<file path="config.mk">
export PLATFORM = sky130hd
export DESIGN_NAME = ci_test_supervisor
export DESIGN_NICKNAME = d
export VERILOG_FILES = /design/src/rtl/ci_test_supervisor.sv
export SDC_FILE = /design/constraint.sdc
export NUM_CORES = 1
export LEC_CHECK = 0
export ABC_AREA = 0
export CAP_MARGIN = 20
export CORE_MARGIN = 1
export CORE_UTILIZATION = 54
export CTS_CLUSTER_DIAMETER = 200
export DETAILED_ROUTE_END_ITERATION = 10
export GPL_TIMING_DRIVEN = 0
export PLACE_DENSITY = 0.81
export SLEW_MARGIN = 10
export SYNTH_ARGS = -nofsm -noshare
export SYNTH_HDL_FRONTEND = slang
export SYNTH_SLANG_ARGS = --single-unit
export TNS_END_PERCENT = 10
</file>
<file path="constraint.sdc">
create_clock -name clock -period 5.7 [get_ports clock]
set_input_delay 0.57 -clock clock [delete_from_list [all_inputs] [get_ports clock]]
set_output_delay 0.57 -clock clock [all_outputs]
set_load 0.01 [all_outputs]
</file>
<file path="src/rtl/ci_test_supervisor.sv">
// ci_test_supervisor: drives reset into a self-checking test, watches fail/finish/timeout, reports verdict
module ci_test_supervisor #(
    parameter int          RESET_CYCLES = 4,
    parameter logic [31:0] TIMEOUT      = 32'd1000
) (
    input  logic        clock,
    input  logic        reset,
    input  logic        start,
    input  logic        fail,
    input  logic        finish,
    output logic        test_reset,
    output logic        done,
    output logic        pass,
    output logic        timed_out,
    output logic [31:0] cycles
);

    typedef enum logic [2:0] {ST_RST, ST_RUN, ST_PASS, ST_FAIL, ST_TMO} state_t;

    localparam logic [7:0] HOLD_LAST = 8'(RESET_CYCLES - 1);

    state_t      state_q, state_d;
    logic [7:0]  hold_q, hold_d;
    logic [31:0] cycles_q, cycles_d;
    logic        test_reset_q, test_reset_d;
    logic        done_q, done_d;
    logic        pass_q, pass_d;
    logic        timed_out_q, timed_out_d;

    // Next state: reset window, run with fail>finish>timeout priority, sticky verdicts until start
    always_comb begin
        state_d      = state_q;
        hold_d       = hold_q;
        cycles_d     = cycles_q;
        test_reset_d = test_reset_q;
        done_d       = done_q;
        pass_d       = pass_q;
        timed_out_d  = timed_out_q;
        case (state_q)
            ST_RST: begin
                if (hold_q == HOLD_LAST) begin
                    state_d      = ST_RUN;
                    test_reset_d = 1'b0;
                end else begin
                    hold_d = hold_q + 8'd1;
                end
            end
            ST_RUN: begin
                cycles_d = cycles_q + 32'd1;
                if (fail) begin
                    state_d = ST_FAIL;
                    done_d  = 1'b1;
                end else if (finish) begin
                    state_d = ST_PASS;
                    done_d  = 1'b1;
                    pass_d  = 1'b1;
                end else if (cycles_q + 32'd1 == TIMEOUT) begin
                    state_d     = ST_TMO;
                    done_d      = 1'b1;
                    timed_out_d = 1'b1;
                end
            end
            ST_PASS, ST_FAIL, ST_TMO: begin
                if (start) begin
                    state_d      = ST_RST;
                    hold_d       = 8'd0;
                    cycles_d     = 32'd0;
                    test_reset_d = 1'b1;
                    done_d       = 1'b0;
                    pass_d       = 1'b0;
                    timed_out_d  = 1'b0;
                end
            end
            default: begin
                state_d      = ST_RST;
                hold_d       = 8'd0;
                cycles_d     = 32'd0;
                test_reset_d = 1'b1;
                done_d       = 1'b0;
                pass_d       = 1'b0;
                timed_out_d  = 1'b0;
            end
        endcase
        if (reset) begin
            state_d      = ST_RST;
            hold_d       = 8'd0;
            cycles_d     = 32'd0;
            test_reset_d = 1'b1;
            done_d       = 1'b0;
            pass_d       = 1'b0;
            timed_out_d  = 1'b0;
        end
    end

    // State and registered outputs
    always_ff @(posedge clock) begin
        state_q      <= state_d;
        hold_q       <= hold_d;
        cycles_q     <= cycles_d;
        test_reset_q <= test_reset_d;
        done_q       <= done_d;
        pass_q       <= pass_d;
        timed_out_q  <= timed_out_d;
    end

    assign test_reset = test_reset_q;
    assign done       = done_q;
    assign pass       = pass_q;
    assign timed_out  = timed_out_q;
    assign cycles     = cycles_q;

endmodule

</file>
==> results.toml <==
[outcome]
outcome = "completed"

[timing]
fin_skew_ns = 0.0146
post-route-min-period_ns = 3.33
post-route-period-util = 0.585
max-slew-margin-rel = 0.282
finalSetupTns_ns = 0
rsz0062_at_grt = "false"
hold_viol_final = 0
tightest_slew_ns = 1.07
max_freq_ghz = 0.300
setup_viol = 0
slew_viol_final = 0

[setup_path]
reg2regPathDepth = 8
crit_path_end_kind = "flip-flop"
regToRegSetupSlack_ns = 2.37
worstPathMaxFanout = 10
cpMostUsedCell = "nand4_1"
path_buf_inv = 1
worstSetupPathType = "reg -> reg"
required_ns = 5.96
crit_family = "simple AND/OR/NAND/NOR gates"
critPathMaxStageDelay_ns = 0.71
start_kind = "flip-flop"
timing.rr.start = "cycles[3]"
cp_slowest_cell = "nor4_1"
r2r_end = "state_q[2]"
crit_arrival_ns = 3.59
crit_chain = "nand4_2 -> clkbuf_1 -> nor4_1 -> xnor2_1 -> nand4_1 -> a2111oi_0 -> nand4_1 -> o21ai_1"

[finish]
fill_cells = 502
final_layout_size_suffix_gt1_frac = 0.0742
utilization = 0.670
nNetsFinal = 492
n_antenna_cell = 0
area_growth_pct = 19.4

[synthesis]
yosys_most_used_dff = "dfxtp_1"
syn-num-nets = 443
synthArstFlopShare = 0
synth_cell_type_count = 55
synth_most_common_cell = "nor2_1"
yosys-top-cells-count = "nor2_1, nand2_1, dfxtp_1"
ys.warnings.count = 0
synth_cells = 435
ys_seq_elements = 47
yosys.area.top_type = "dfxtp_1"
synth.top_cell.area_share = 0.305
synth_area_leaders = "dfxtp_1, nor2_1, nand2_1, a21oi_1, o21ai_0"
netlist_area_um2 = 3090
synth_edf_count = 0
syn_avg_cell_area_um2 = 7.10
ys_seq_area_frac = 0.305

[global_route]
grt_pass1_wl_um = 16400
busiest_layer = "met2"
grt_pass1_vias = 3180
grt_max_degree = 17
overflow = 0
met1_usage = 0.451
use_met2 = 0.575
met3_usage = 0.0576
grt_usage = 0.348
antenna_found_initial = 0

[clock_tree]
cts_tree = "built"
post_cts_buffers = 0
cts_resized = 0
root_buffer = "clkbuf_8"
clk_latency_ns = 0.31
cts_max_level = 2
cts_max_path_buffers = 2
cts_buffers = 5
hold_buffers = 0
cts_sinks = 47
clkSlewWorstSetupHoldPaths_ns = 0.11

[flow_run]
maxCapViolations = 0

[min_path]
whs_endpoint = "timed_out"
min_from = "timed_out"
hold_class = "reg -> reg"
min_path_cells = 2

[pwr]
ir_worst_vdd_uv = 180
powerDensity_nw_per_um2 = 232
leakagePower_nw = 1.21

[detailed_routing]
drt-initial-drc-count = 332
routed_via_density = 6.48
dr_total_vias = 3608
drt_wl_total_um = 10300
detail_route.wl_per_cell_um = 18.5
drtPass1Iterations = 5
detail-route-antenna-nets = 0
drc = 0

[floorplanning]
io_pins = 41
dieArea_um2 = 6020
die_y_um = 77.6
core_area_um2 = 5510
initial_utilization = 0.561
die_w_um = 77.6
rows = 27

[place]
hpwl_um = 7370
io_buffers = 40
gp_congestion = 0.988
-- tightest hold or removal path, stage by stage (launching register included) --
cell	delay [ns]
dfxtp_1	0.32
nand2_1	0.05
o21ai_1	0.05
-- placed cells by master (no fill, tap or decap), drive strengths merged, types with 9 or more instances in the layout --
cell type / count
nor2: 58
nand2: 48
buf: 9
nand3: 25
nand4: 23
dfxtp: 47
nor3: 18
clkdlybuf4s50: 40
nor4: 13
clkbuf: 30
o21ai: 33
or4: 11
a21oi: 33
-- layer usage --
metal / share of wire / wire length, µm
met5: 0 / 0
met4: 0.031 / 314
met3: 0.076 / 784
met2: 0.46 / 4780
met1: 0.43 / 4410
-- report_power, final --
group	leakage [nW]	switching (mW)	total, mW	internal [mW]
clock	0.0485	0.126	0.214	0.0882
combinational	0.781	0.189	0.274	0.0841
sequential	0.379	0.0208	0.367	0.346
-- flip-flops by register name, indices dropped and copies added, names as in the netlist --
signal,flops
cycles,32
hold_q,8
state_q,3
done,1
pass,1
test_reset,1
timed_out,1
-- worst max-delay path by stage --
stage                     startpoint    endpoint  slack (ns)  cells after the start
final                      cycles[3]  state_q[2]        2.37                      8
after global routing       cycles[3]  state_q[2]        2.27                      8
after CTS                  cycles[0]  state_q[2]        2.33                      7
after detailed placement   cycles[0]  state_q[2]        2.33                      7
after global placement     cycles[0]  state_q[2]        2.36                      7
after floorplan            cycles[0]  state_q[0]        3.02                      7
-- layout make-up --
class                      instances  area (µm²)  area share
sequential                        47         941       0.255
inverter                           6        22.5     0.00611
tap                               72        90.1      0.0244
clock buffer                       5        68.8      0.0187
timing repair buffer              42         418       0.113
multi-input combinational        349        1970       0.535
clock inverter                     3        22.5     0.00611
buffer                            33         151      0.0411
-- through the flow --
| stage | instance area, µm² | hold WS, ns | power, mW | worst slack [ns] | std cells |
|---|---|---|---|---|---|
| floorplan | 3090 | 0.471 | 0.531 | 3.02 | 435 |
| global placement | 3580 | 0.438 | 0.621 | 2.36 | 547 |
| detailed placement | 3580 | 0.442 | 0.630 | 2.33 | 547 |
| CTS | 3670 | 0.464 | 0.843 | 2.33 | 555 |
| global route | 3690 | 0.478 | 0.894 | 2.27 | 557 |
| finish | 3690 | 0.459 | 0.855 | 2.37 | 557 |
-- cell families (layout without fill, tap and decap cells) --
| group | count (synthesis) | count (layout) | share of synthesized area |
|---|---|---|---|
| and+or+nand+nor | 233 | 233 | 0.392 |
| AOI/OAI and AO/OA | 102 | 102 | 0.203 |
| DFF | 47 | 47 | 0.305 |
| buffers and inverters | 39 | 89 | 0.0563 |
| xor gates and xnor gates | 10 | 10 | 0.0284 |
| adders and majority gates | 3 | 3 | 0.0122 |
| muxes | 1 | 1 | 0.00365 |
(Power assumes the default switching activity.)
